`src/rtl/prog_pkg.sv`:
```
// Shared types and limits for the debug-port memory programming controller.
//   state_t    : controller FSM state, 3-bit encoding
//   *_MIN/_MAX : legal ranges for read latency and CPU reset hold
//   clamp()    : folds an out-of-range parameter back into its legal range
package prog_pkg;

  typedef enum logic [2:0] {
    IDLE    = 3'd0,
    CTRL    = 3'd1,
    ACCESS  = 3'd2,
    WAIT_RD = 3'd3,
    RESP    = 3'd4,
    RELEASE = 3'd5
  } state_t;

  localparam int RD_LAT_MIN   = 1;
  localparam int RD_LAT_MAX   = 4;
  localparam int RST_HOLD_MIN = 2;
  localparam int RST_HOLD_MAX = 255;

  function automatic int clamp(input int v, input int lo, input int hi);
    return (v < lo) ? lo : ((v > hi) ? hi : v);
  endfunction

endpackage

```
`src/rtl/prog_rd_mux.sv`:
```
// N_TGT-way read-data selector.
//   rdata : concatenated per-target read words, target i at [i*DATA_W +: DATA_W]
//   sel   : target index (only meaningful when in range)
//   word  : selected word, zero for an out-of-range index
module prog_rd_mux #(
  parameter int DATA_W = 32,
  parameter int N_TGT  = 2,
  parameter int TGT_W  = 3
) (
  input  logic [N_TGT*DATA_W-1:0] rdata,
  input  logic [TGT_W-1:0]        sel,
  output logic [DATA_W-1:0]       word
);

  always_comb begin
    word = '0;
    for (int i = 0; i < N_TGT; i++)
      if (sel == TGT_W'(i)) word = rdata[i*DATA_W +: DATA_W];
  end

endmodule

```
`src/rtl/prog_ctrl_mc.sv`:
```
// Debug-port memory programming controller. Takes single-word requests from
// the debug transport and issues them to one of N_TGT memories, with byte
// enables, pointer auto-increment, RD_LAT-cycle reads, out-of-range errors and
// a RST_HOLD-cycle CPU reset pulse when debug mode is left.
//   clk, rst            : clock, synchronous active-high reset
//   dbg_en              : debug mode request (level)
//   req_*               : request channel (valid/ready handshake)
//   rsp_*               : one-cycle response pulse, error flag, read data
//   mem_ctrl_en         : memories muxed to this controller
//   mem_sel/we/re/...   : memory strobes, address, write data, byte enables
//   mem_rdata           : per-target read data, target i at [i*DATA_W +: DATA_W]
//   cpu_rst             : CPU reset request while releasing
module prog_ctrl_mc import prog_pkg::*; #(
  parameter int ADDR_W   = 10,
  parameter int DATA_W   = 32,
  parameter int N_TGT    = 2,
  parameter int TGT_W    = 3,
  parameter int RD_LAT   = 1,
  parameter int RST_HOLD = 4
) (
  input  logic                    clk,
  input  logic                    rst,
  input  logic                    dbg_en,
  input  logic                    req_valid,
  output logic                    req_ready,
  input  logic                    req_we,
  input  logic                    req_incr,
  input  logic [TGT_W-1:0]        req_tgt,
  input  logic [ADDR_W-1:0]       req_addr,
  input  logic [DATA_W-1:0]       req_wdata,
  input  logic [DATA_W/8-1:0]     req_be,
  output logic                    rsp_valid,
  output logic                    rsp_err,
  output logic [DATA_W-1:0]       rsp_rdata,
  output logic                    mem_ctrl_en,
  output logic [N_TGT-1:0]        mem_sel,
  output logic                    mem_we,
  output logic                    mem_re,
  output logic [ADDR_W-1:0]       mem_addr,
  output logic [DATA_W-1:0]       mem_wdata,
  output logic [DATA_W/8-1:0]     mem_be,
  input  logic [N_TGT*DATA_W-1:0] mem_rdata,
  output logic                    cpu_rst
);

  localparam int BE_W = DATA_W / 8;
  localparam int RDL  = clamp(RD_LAT, RD_LAT_MIN, RD_LAT_MAX);
  localparam int HOLD = clamp(RST_HOLD, RST_HOLD_MIN, RST_HOLD_MAX);
  localparam logic [TGT_W:0] NTGT = (TGT_W+1)'(N_TGT);

  state_t              state_q, state_d;
  logic [7:0]          cnt_q;
  logic                we_q, err_q;
  logic [TGT_W-1:0]    tgt_q;
  logic [ADDR_W-1:0]   addr_q, ptr_q, maddr_q, acc_addr;
  logic [DATA_W-1:0]   wdata_q, rdata_q, rd_word;
  logic [BE_W-1:0]     be_q;
  logic                accept, tgt_bad, rd_done, rel_done, acc_ok;

  assign accept   = (state_q == CTRL) && dbg_en && req_valid;
  assign tgt_bad  = {1'b0, req_tgt} >= NTGT;
  assign acc_addr = req_incr ? ptr_q : req_addr;
  // cnt_q restarts on every state change, so it counts cycles spent in the current state
  assign rd_done  = cnt_q == 8'(RDL - 1);
  assign rel_done = cnt_q == 8'(HOLD - 1);

  prog_rd_mux #(.DATA_W(DATA_W), .N_TGT(N_TGT), .TGT_W(TGT_W)) u_rd_mux (
    .rdata (mem_rdata),
    .sel   (tgt_q),
    .word  (rd_word)
  );

  always_comb begin
    state_d = state_q;
    case (state_q)
      IDLE:    if (dbg_en) state_d = CTRL;
      CTRL:    if (!dbg_en) state_d = RELEASE;
               else if (req_valid) state_d = ACCESS;
      ACCESS:  state_d = (err_q || we_q) ? RESP : WAIT_RD;
      WAIT_RD: if (rd_done) state_d = RESP;
      // dbg_en loss mid-transaction is only acted on once the response is out
      RESP:    state_d = dbg_en ? CTRL : RELEASE;
      RELEASE: if (rel_done) state_d = IDLE;
      default: state_d = IDLE;
    endcase
  end

  always_ff @(posedge clk) begin
    if (rst) begin
      state_q <= IDLE;
      cnt_q   <= '0;
      we_q    <= 1'b0;
      err_q   <= 1'b0;
      tgt_q   <= '0;
      addr_q  <= '0;
      ptr_q   <= '0;
      maddr_q <= '0;
      wdata_q <= '0;
      be_q    <= '0;
      rdata_q <= '0;
    end else begin
      state_q <= state_d;
      cnt_q   <= (state_d != state_q) ? 8'd0 : cnt_q + 8'd1;
      if (accept) begin
        we_q   <= req_we;
        tgt_q  <= req_tgt;
        err_q  <= tgt_bad;
        addr_q <= acc_addr;
        // memory-side address/data only move when a real strobe will follow
        if (!tgt_bad) begin
          maddr_q <= acc_addr;
          if (req_we) begin
            wdata_q <= req_wdata;
            be_q    <= req_be;
          end
        end
      end
      if (state_q == ACCESS && (err_q || we_q)) rdata_q <= '0;
      if (state_q == WAIT_RD && rd_done)        rdata_q <= rd_word;
      if (state_q == RESP)                      ptr_q   <= addr_q + ADDR_W'(1);
    end
  end

  assign acc_ok      = (state_q == ACCESS) && !err_q;
  assign req_ready   = state_q == CTRL;
  assign mem_ctrl_en = state_q != IDLE;
  assign cpu_rst     = state_q == RELEASE;
  assign rsp_valid   = state_q == RESP;
  assign rsp_err     = rsp_valid && err_q;
  assign rsp_rdata   = rdata_q;
  assign mem_sel     = acc_ok ? (N_TGT'(1) << tgt_q) : '0;
  assign mem_we      = acc_ok && we_q;
  assign mem_re      = acc_ok && !we_q;
  assign mem_addr    = maddr_q;
  assign mem_wdata   = wdata_q;
  assign mem_be      = be_q;

endmodule
```
`config.mk`:
```
export PLATFORM = sky130hd
export DESIGN_NAME = prog_ctrl_mc
export DESIGN_NICKNAME = d
export VERILOG_FILES = /design/src/rtl/prog_pkg.sv /design/src/rtl/prog_rd_mux.sv /design/src/rtl/prog_ctrl_mc.sv
export SDC_FILE = /design/constraint.sdc
export NUM_CORES = 1
export LEC_CHECK = 0
export CAP_MARGIN = 20
export CELL_PAD_IN_SITES_DETAIL_PLACEMENT = 1
export CELL_PAD_IN_SITES_GLOBAL_PLACEMENT = 1
export CORE_UTILIZATION = 27
export DETAILED_ROUTE_END_ITERATION = 7
export PLACE_DENSITY = 0.75
export SETUP_SLACK_MARGIN = 0.4
export SLEW_MARGIN = 20
export SYNTH_ARGS = -nofsm -noshare
export SYNTH_HDL_FRONTEND = slang
export SYNTH_SLANG_ARGS = --single-unit
export TNS_END_PERCENT = 10
```
`constraint.sdc`:
```
create_clock -name clk -period 1.5 [get_ports clk]
set_input_delay 0.3 -clock clk [delete_from_list [all_inputs] [get_ports clk]]
set_output_delay 0.3 -clock clk [all_outputs]
set_load 0.01 [all_outputs]
```
==> metrics.md <==
| Metric | Value |
|---|---|
| Status | `finished with violations` |
| Violated checks | `negative setup slack` |
| Hold Path End | `state_q[2]` |
| Footprint of the multi-input gates | `around 2600 um^2` |
| Area leader, netlist | `dfxtp_1` |
| Worst Path Required | `approximately 1200 ps` |
| Switching pwr | `2.04 mW` |
| Cell Area, Synth | `roughly 4700 um^2` |
| Non-Filler Instances | `roughly 1,000` |
| Setup violators final | `121` |
| Clock sinks | `around 110` |
| Chip Width | `approximately 130 um` |
| Largest net degree at the start of global routing | `37` |
| Via-to-Cell Ratio | `roughly 4.8` |
| Syn Area/Cell | `9.28 um^2` |
| CTS Root Cell | `clkbuf_16` |
| Power density cells | `about 1000 nW/um^2` |
| Post-synth EDFFs | `0` |
| Slew Limit Fails | `0` |
| Share of total power in sequential cells | `a little over a third` |
| DRC viols | `0` |
| Fin crit period | `1850 ps` |
| Setup TNS | `-20,310 ps` |
| Arrival time worst endpoint | `roughly 1600 ps` |
| Peak supply drop | `0.798 mV` |
| All-Layer GR Usage | `about a fifth` |
| H-Tree Depth | `4` |
| Row count | `47` |
| Clock power share | `just under 50%` |
| Hold_sp | `rst` |
| HPWL after DPL | `about 12,000 um` |
| Tcrit/Tclk final | `123%` |
| Yosys top cell area share | `~48%` |
| Antenna cells | `0` |
| Worst-Skew Late Latency | `approximately 420 ps` |
| Count leader, synth | `dfxtp_1` |
| HP Class | `in -> reg` |
| CTS buffer count | `17` |
| Worst Setup End Kind | `primary output` |
| Pre-CTS WS | `-329 ps` |
| Initial antenna violation count | `0` |
| DR pass1 iterations | `4` |
| CP Launch Type | `flip-flop` |
| Int Pwr | `6.78 mW` |
| Register-to-Register Setup Slack | `-250 ps` |
| Fillers | `around 1,800` |
| Clk buf depth | `2` |
| M2 GR Usage | `between 30% and 40%` |
| Synth cell count leaders | `114 x dfxtp_1, 87 x nand2_1, 45 x a21oi_1, 43 x mux2i_1, 39 x nor2_1` |
| Worst Reg-to-Reg Cells | `9` |
| GRT overflow | `0` |
| Maxcap violations | `0` |
| Initial Util | `28.0%` |
| Fraction of layout cells with a size suffix above 1 | `38.1%` |
| Die area | `about 18,000 um^2` |
| WS Path Type | `reg -> out` |
| Area growth syn-to-layout | `85.3%` |
| Rel. slew slack | `between 60% and 70%` |
| Sequential fraction of the synthesis area | `around half` |
| Final #Nets | `907` |
| Vias in the first global route | `between 5,000 and 6,000` |
| CTS tree | `built` |
| Switching Share | `between 20% and 30%` |
| Via Count | `approximately 4,900` |
| Worst setup margin | `-352 ps` |
| WL final | `around 18,000 um` |
| Core area | `~17,000 um^2` |
| F_max | `between 500 and 600 MHz` |
| GPL Wtd Cong | `approximately 0.85` |
| First-pass GRT wire length | `between 20,000 and 30,000 um` |
| Leak Pwr | `approximately 3.4 nW` |
| Synth area leaders | `dfxtp_1 48%, mux2i_1 9.1%, nand2_1 6.9%, o2bb2ai_1 5.9%, a21oi_1 4.8%` |
| Least-Margin Pin Slew | `around 550 ps` |
| Initial DRC Count | `132` |
| Inst Count DP | `~950` |
| Async S/R FF share, synth | `0%` |
| Met3 Usage GRT | `6.08%` |
| RSZ-0062 raised after global routing | `yes` |
| ANT nets after route | `0` |
| Distinct cells, synth | `approximately 40` |
| Skew final | `between 10 and 15 ps` |
| Met1 usage | `between 20% and 30%` |
| Yosys reg bits | `about 110` |
| Syn nets | `630` |
| Detailed-route wire length per cell | `approximately 18 um` |
| Mapped Cells | `roughly 500` |
| WHS Path Cells | `3` |
| Post-route cell area | `approximately 8700 um^2` |
| Number of port buffers | `roughly 210` |
| Gate power share | `approximately 15%` |
| Sequential cell area | `2290 um^2` |
| Critical path peak fanout | `5` |
| Top-level I/O count | `206` |
| R2r startpoint | `state_q[1]` |
| Clk pin slew, worst setup/hold paths | `about 50 ps` |
| Placed cell areas | `approximately 7400 um^2` |
| Top FF cell, synth | `dfxtp_1` |
| Fin Hold WS | `365 ps` |
| Yosys Warn Count | `0` |
| R2r endpoint | `mem_wdata[23]` |
| Final Hold Viols | `0` |
| Most used routing layer | `met2` |
| Die Y | `about 130 um` |
timing repair:
item / 4_1_cts / 5_1_grt
buffers inserted: 14 / 7
hold endpoints to repair: 0 / 0
pin swaps: 33 / 36
hold buffers: 0 / 0
resized for setup: 391 / 106
endpoints found under the setup margin: 201 / 201
gates cloned: 7 / 6
power by group through the flow:
stage	Combinational [mW]	Sequential, mW	Clock (mW)
final	1.29	3.18	4.34
after global placement	1.05	3.23	0
after CTS	1.21	3.18	4.42
after detailed placement	1.08	3.23	0
after global routing	1.38	3.19	4.57
after floorplan	0.439	3.24	0
routing by layer:
layer  vias to the layer above  wire (um)
li1                       2366          -
met1                      2365       7020
met2                       157       9690
met3                        31       1170
met4                         0        411
met5                         -          0
cells in the final DEF, fill, tap and decap left out, types with 3 or more instances in the layout:
master | synthesis | routed
clkdlybuf4s50_1 | 0 | 117
dfxtp_1 | 114 | 108
nand2_1 | 87 | 66
buf_2 | 10 | 57
buf_4 | 7 | 50
mux2i_1 | 43 | 43
buf_6 | 1 | 43
nor2_1 | 39 | 33
a21oi_2 | 1 | 25
o2bb2ai_1 | 32 | 25
clkbuf_16 | 0 | 22
a21oi_1 | 45 | 21
nand2_4 | 0 | 14
a211oi_2 | 5 | 14
a211oi_1 | 21 | 12
nor3_1 | 10 | 10
buf_12 | 0 | 9
nand3_1 | 9 | 8
o2bb2ai_2 | 0 | 7
nand2_2 | 0 | 7
o21ai_0 | 6 | 6
xnor2_1 | 6 | 6
buf_16 | 0 | 6
inv_1 | 6 | 5
or3_1 | 5 | 5
xor2_1 | 5 | 5
nor2_2 | 0 | 5
dfxtp_2 | 0 | 5
nand3b_1 | 4 | 4
bufinv_16 | 0 | 4
clkinv_2 | 0 | 4
clkbuf_8 | 0 | 4
clkdlybuf4s15_2 | 0 | 4
and2_4 | 0 | 3
ha_1 | 3 | 3
logic make-up (layout without fill, tap and decap cells):
family	after synthesis	count (layout)	synth area share, %
AO/OA/AOI/OAI	122	122	18.7
AND/OR/NAND/NOR	172	172	16.5
multiplexers	43	43	9.13
flip-flops	114	114	48.4
adder cells (fa/ha/maj)	3	3	0.797
buffers and inverters	43	332	4.41
XOR/XNOR	11	11	2.04
through the flow:
| stage | power (mW) | utilization, % |
|---|---|---|
| after floorplan | 3.68 | - |
| after global placement | 4.28 | 43.8 |
| after detailed placement | 4.32 | 43.8 |
| after CTS | 8.81 | 48.6 |
| after global routing | 9.14 | 51.9 |
| final | 8.82 | 51.9 |
flip-flops by register name (all words and copies together), names as in the netlist:
name	cells
mem_wdata	32
rsp_rdata	32
cnt_q	8
we_q	1
mem_be	4
ptr_q	10
tgt_q	3
addr_q	10
state_q	3
err_q	1
mem_addr	10
worst max-delay path: stages (launching register included):
cell	delay [ps]
dfxtp_2	340
buf_6	120
buf_8	120
nor3b_4	250
and2_4	200
buf_6	100
cell type report:
cell class	count	share of cell area (%)
clock buffer	21	5.50
clock inverter	10	1.78
timing repair buffer	295	32.9
multi-input combinational	351	30.2
inverter	6	0.258
tap	220	3.15
sequential	114	26.3
worst max path at each step:
stage / slack (ps) / cells past startpoint / start / endpoint
5_1_grt: -420 / 5 / err_q / mem_sel[1]
3_3_place_gp: -330 / 5 / err_q / mem_sel[0]
3_5_place_dp: -330 / 6 / req_we / mem_wdata[26]
4_1_cts: -430 / 7 / state_q[1] / mem_sel[0]
6_report: -350 / 5 / state_q[1] / rsp_err
2_1_floorplan: 60 / 4 / cnt_q[3] / cnt_q[0]
Note: power is estimated with default switching activity, not from simulation.
==> variant: new RTL, config.mk and constraints unchanged <==
`N_TGT` is set to 2 in 2 places; all go to 1.
--- a/src/rtl/prog_rd_mux.sv
+++ b/src/rtl/prog_rd_mux.sv
@@ -4,7 +4,7 @@
 //   word  : selected word, zero for an out-of-range index
 module prog_rd_mux #(
   parameter int DATA_W = 32,
-  parameter int N_TGT  = 2,
+  parameter int N_TGT  = 1,
   parameter int TGT_W  = 3
 ) (
   input  logic [N_TGT*DATA_W-1:0] rdata,
--- a/src/rtl/prog_ctrl_mc.sv
+++ b/src/rtl/prog_ctrl_mc.sv
@@ -13,7 +13,7 @@
 module prog_ctrl_mc import prog_pkg::*; #(
   parameter int ADDR_W   = 10,
   parameter int DATA_W   = 32,
-  parameter int N_TGT    = 2,
+  parameter int N_TGT    = 1,
   parameter int TGT_W    = 3,
   parameter int RD_LAT   = 1,
   parameter int RST_HOLD = 4
Interface: changed (resized mem_rdata and mem_sel); port bits go from 206 to 173. The function was not compared with the original's and may differ.
==> variant against the unedited design <==
  * The flow still finishes with violations (setup timing)
  * Cell area decreased by 10%
  * Sequential cell count unchanged
  * Count of clock-buffer cells in the layout decreased by 3
  * Utilization decreased by 3.3 points
  * First-iteration DRC count decreased by 11%
  * Clock power decreased by 8.8%
  * Sequential share of layout area increased by 3.0 points
  * Worst setup slack improved by 0.053 ns
  * Critical path depth decreased by 1
  * Power decreased by 3.8%
  * Routed wire length decreased by 4.9%
  * Synthesized area decreased by 4.0%
  * Die area decreased by 4.0%
==> variant: results (changes against the unedited design) <==
Parameter                              Value

Outcome
  Run status    finished, violations left
  Failing checks    setup timing

Clock network
  H-Tree Depth    4 (unchanged)
  Clock buffers created by TritonCTS    17 (unchanged)
  Root buffer cell    sky130_fd_sc_hd__clkbuf_16
  Clock latency of the later-clocked register in the worst-skew pair    between 0.4 and 0.5 ns

Global routing
  Met1 routing resource usage after global routing    0.216 (+0.0115)
  Global-route met2 utilization    0.368 (+0.00733)
  Number of antenna violations at the first check in global routing    0 (unchanged)
  M3 GR Usage    0.0532 (-0.00761)
  Gr usage total    0.201 (+0.00418)
  Maximum number of pins on one net before global-route repair    105 (+180%)
  Number of global-route vias before repair    5198 (-2.6%)
  First-pass GRT wire length    27300 um (-0.18%)

Routing
  First-iteration detailed-routing DRC count    118 (-11%)
  Routed wl met3    908 um (-22%)
  DR pass1 iterations    4 (unchanged)
  Via total after detailed routing    4703 (-4.4%)
  Met2 WL post-DR    9120 um (-5.9%)
  Wire length on met1    6920 um (-1.4%)
  Total Routed Length    17400 um (-4.9%)
  Top sig layer    met4
  Routed wirelength normalized by instance count    17.9 um (-0.45%)

Synth
  Sequential fraction of the synthesis area    0.505 (+0.0204)
  Top post-synthesis cells by count    sky130_fd_sc_hd__dfxtp_1 (114), sky130_fd_sc_hd__nand2_1 (109), sky130_fd_sc_hd__a21oi_1 (72)
  Cell variety after synth    43 (+4.9%)
  Synth area leaders    sky130_fd_sc_hd__dfxtp_1 (50%), sky130_fd_sc_hd__nand2_1 (9.0%), sky130_fd_sc_hd__a21oi_1 (8.0%), sky130_fd_sc_hd__a211oi_1 (5.0%), sky130_fd_sc_hd__nor2_1 (3.6%)
  Net Count, Synth    621 (-1.4%)
  Synth Area per Inst    8.52 um^2 (-8.2%)
  Number of warnings issued by yosys    0 (unchanged)

Setup path
  Worst Path Max Fanout    4 (-1)
  Delay of the slowest cell on the worst path    0.37 ns (+0.03 ns)
  Crit path arrival time    1.50 ns (-0.05 ns)
  Critical path's slowest cell    sky130_fd_sc_hd__or3_4
  Gate family responsible for the most delay along the worst path    buffers and inverters

Final layout
  N_diodes    0 (unchanged)
  Layout net count    834 (-8.0%)
  Proportion of layout cells with a drive suffix above 1    0.340 (-0.0410)
  Final-layout fill cell count    1822 (-1.3%)

Job
  Max-cap violations    0 (unchanged)

Timing
  Post-route setup slack    -0.298 ns (+0.0534 ns)
  Finish-stage setup viols    92 (-24%)
  Worst clock skew    0.00677 ns (-0.00338 ns)
  Worst hold slack after final layout    0.279 ns (-0.0857 ns)
  Summed negative setup slack over all endpoints    -13.44 ns (+6.86 ns)
  Worst slew margin relative to its limit    0.622 (-0.0103)

Placed design
  Number of cells in the design after placement    918 (-3.6%)
  Number of input and output port buffers inserted    172 (-16%)
  Global placer's final weighted congestion    0.841 (-1.3%)
  Post-DP HPWL    10800 um (-8.6%)

Power and ir drop
  Max VDD drop    0.858 mV (+7.5%)
  Leakage power total    2.98 nW (-13%)
variant: changes by cell type after synthesis, sizes merged, moves of 22 or more:
cell	delta
o2bb2ai	-32
nand2	+22
a21oi	+26
o21ai	+27
mux2i	-28
variant: final cells by class:
class,instances,area (um^2),area share
clock buffer,18,429,0.0547
clock inverter,12,143,0.0182
inverter,5,18.8,0.00239
timing repair buffer,233,2300,0.293
sequential,114,2300,0.293
multi-input combinational,373,2380,0.304
tap,216,270,0.0345
variant: metrics by stage:
step	area, um^2	worst slack (ns)
6_report	7840	-0.298
5_1_grt	7840	-0.326
4_1_cts	7600	-0.350
3_5_place_dp	6710	-0.449
3_3_place_gp	6710	-0.390
2_1_floorplan	4540	-0.0987
variant: worst paths after layout:
kind	depth (start not counted)	to	from
setup / recovery	4	mem_ctrl_en	state_q[1]
hold / removal	3	state_q[0]	rst
setup reg to reg	7	rsp_rdata[17]	state_q[2]
hold reg to reg	2	mem_wdata[16]	mem_wdata[16]
variant: repair_timing:
action	in CTS	in global routing
pin swaps	26	22
buffers inserted	9	5
gates cloned	8	1
setup endpoints to repair	200	200
gates resized for setup	423	64
variant: kinds of logic (layout without fill, tap and decap cells):
group | count (synthesis) | in the layout | synth area share
mux | 15 | 15 | 0.0332
flops | 114 | 114 | 0.505
buf+inv | 44 | 268 | 0.0429
fa+ha+maj | 3 | 3 | 0.00830
simple gates | 198 | 198 | 0.198
compound gates | 143 | 143 | 0.186
xor+xnor | 14 | 14 | 0.0271
variant: where the power goes:
| part | total (W) | internal [W] | switching (W) |
|---|---|---|---|
| logic | 0.00135 | 0.000731 | 0.000618 |
| clock network | 0.00396 | 0.00257 | 0.00140 |
| registers | 0.00317 | 0.00311 | 0.0000578 |
| total | 0.00848 | 0.00641 | 0.00207 |
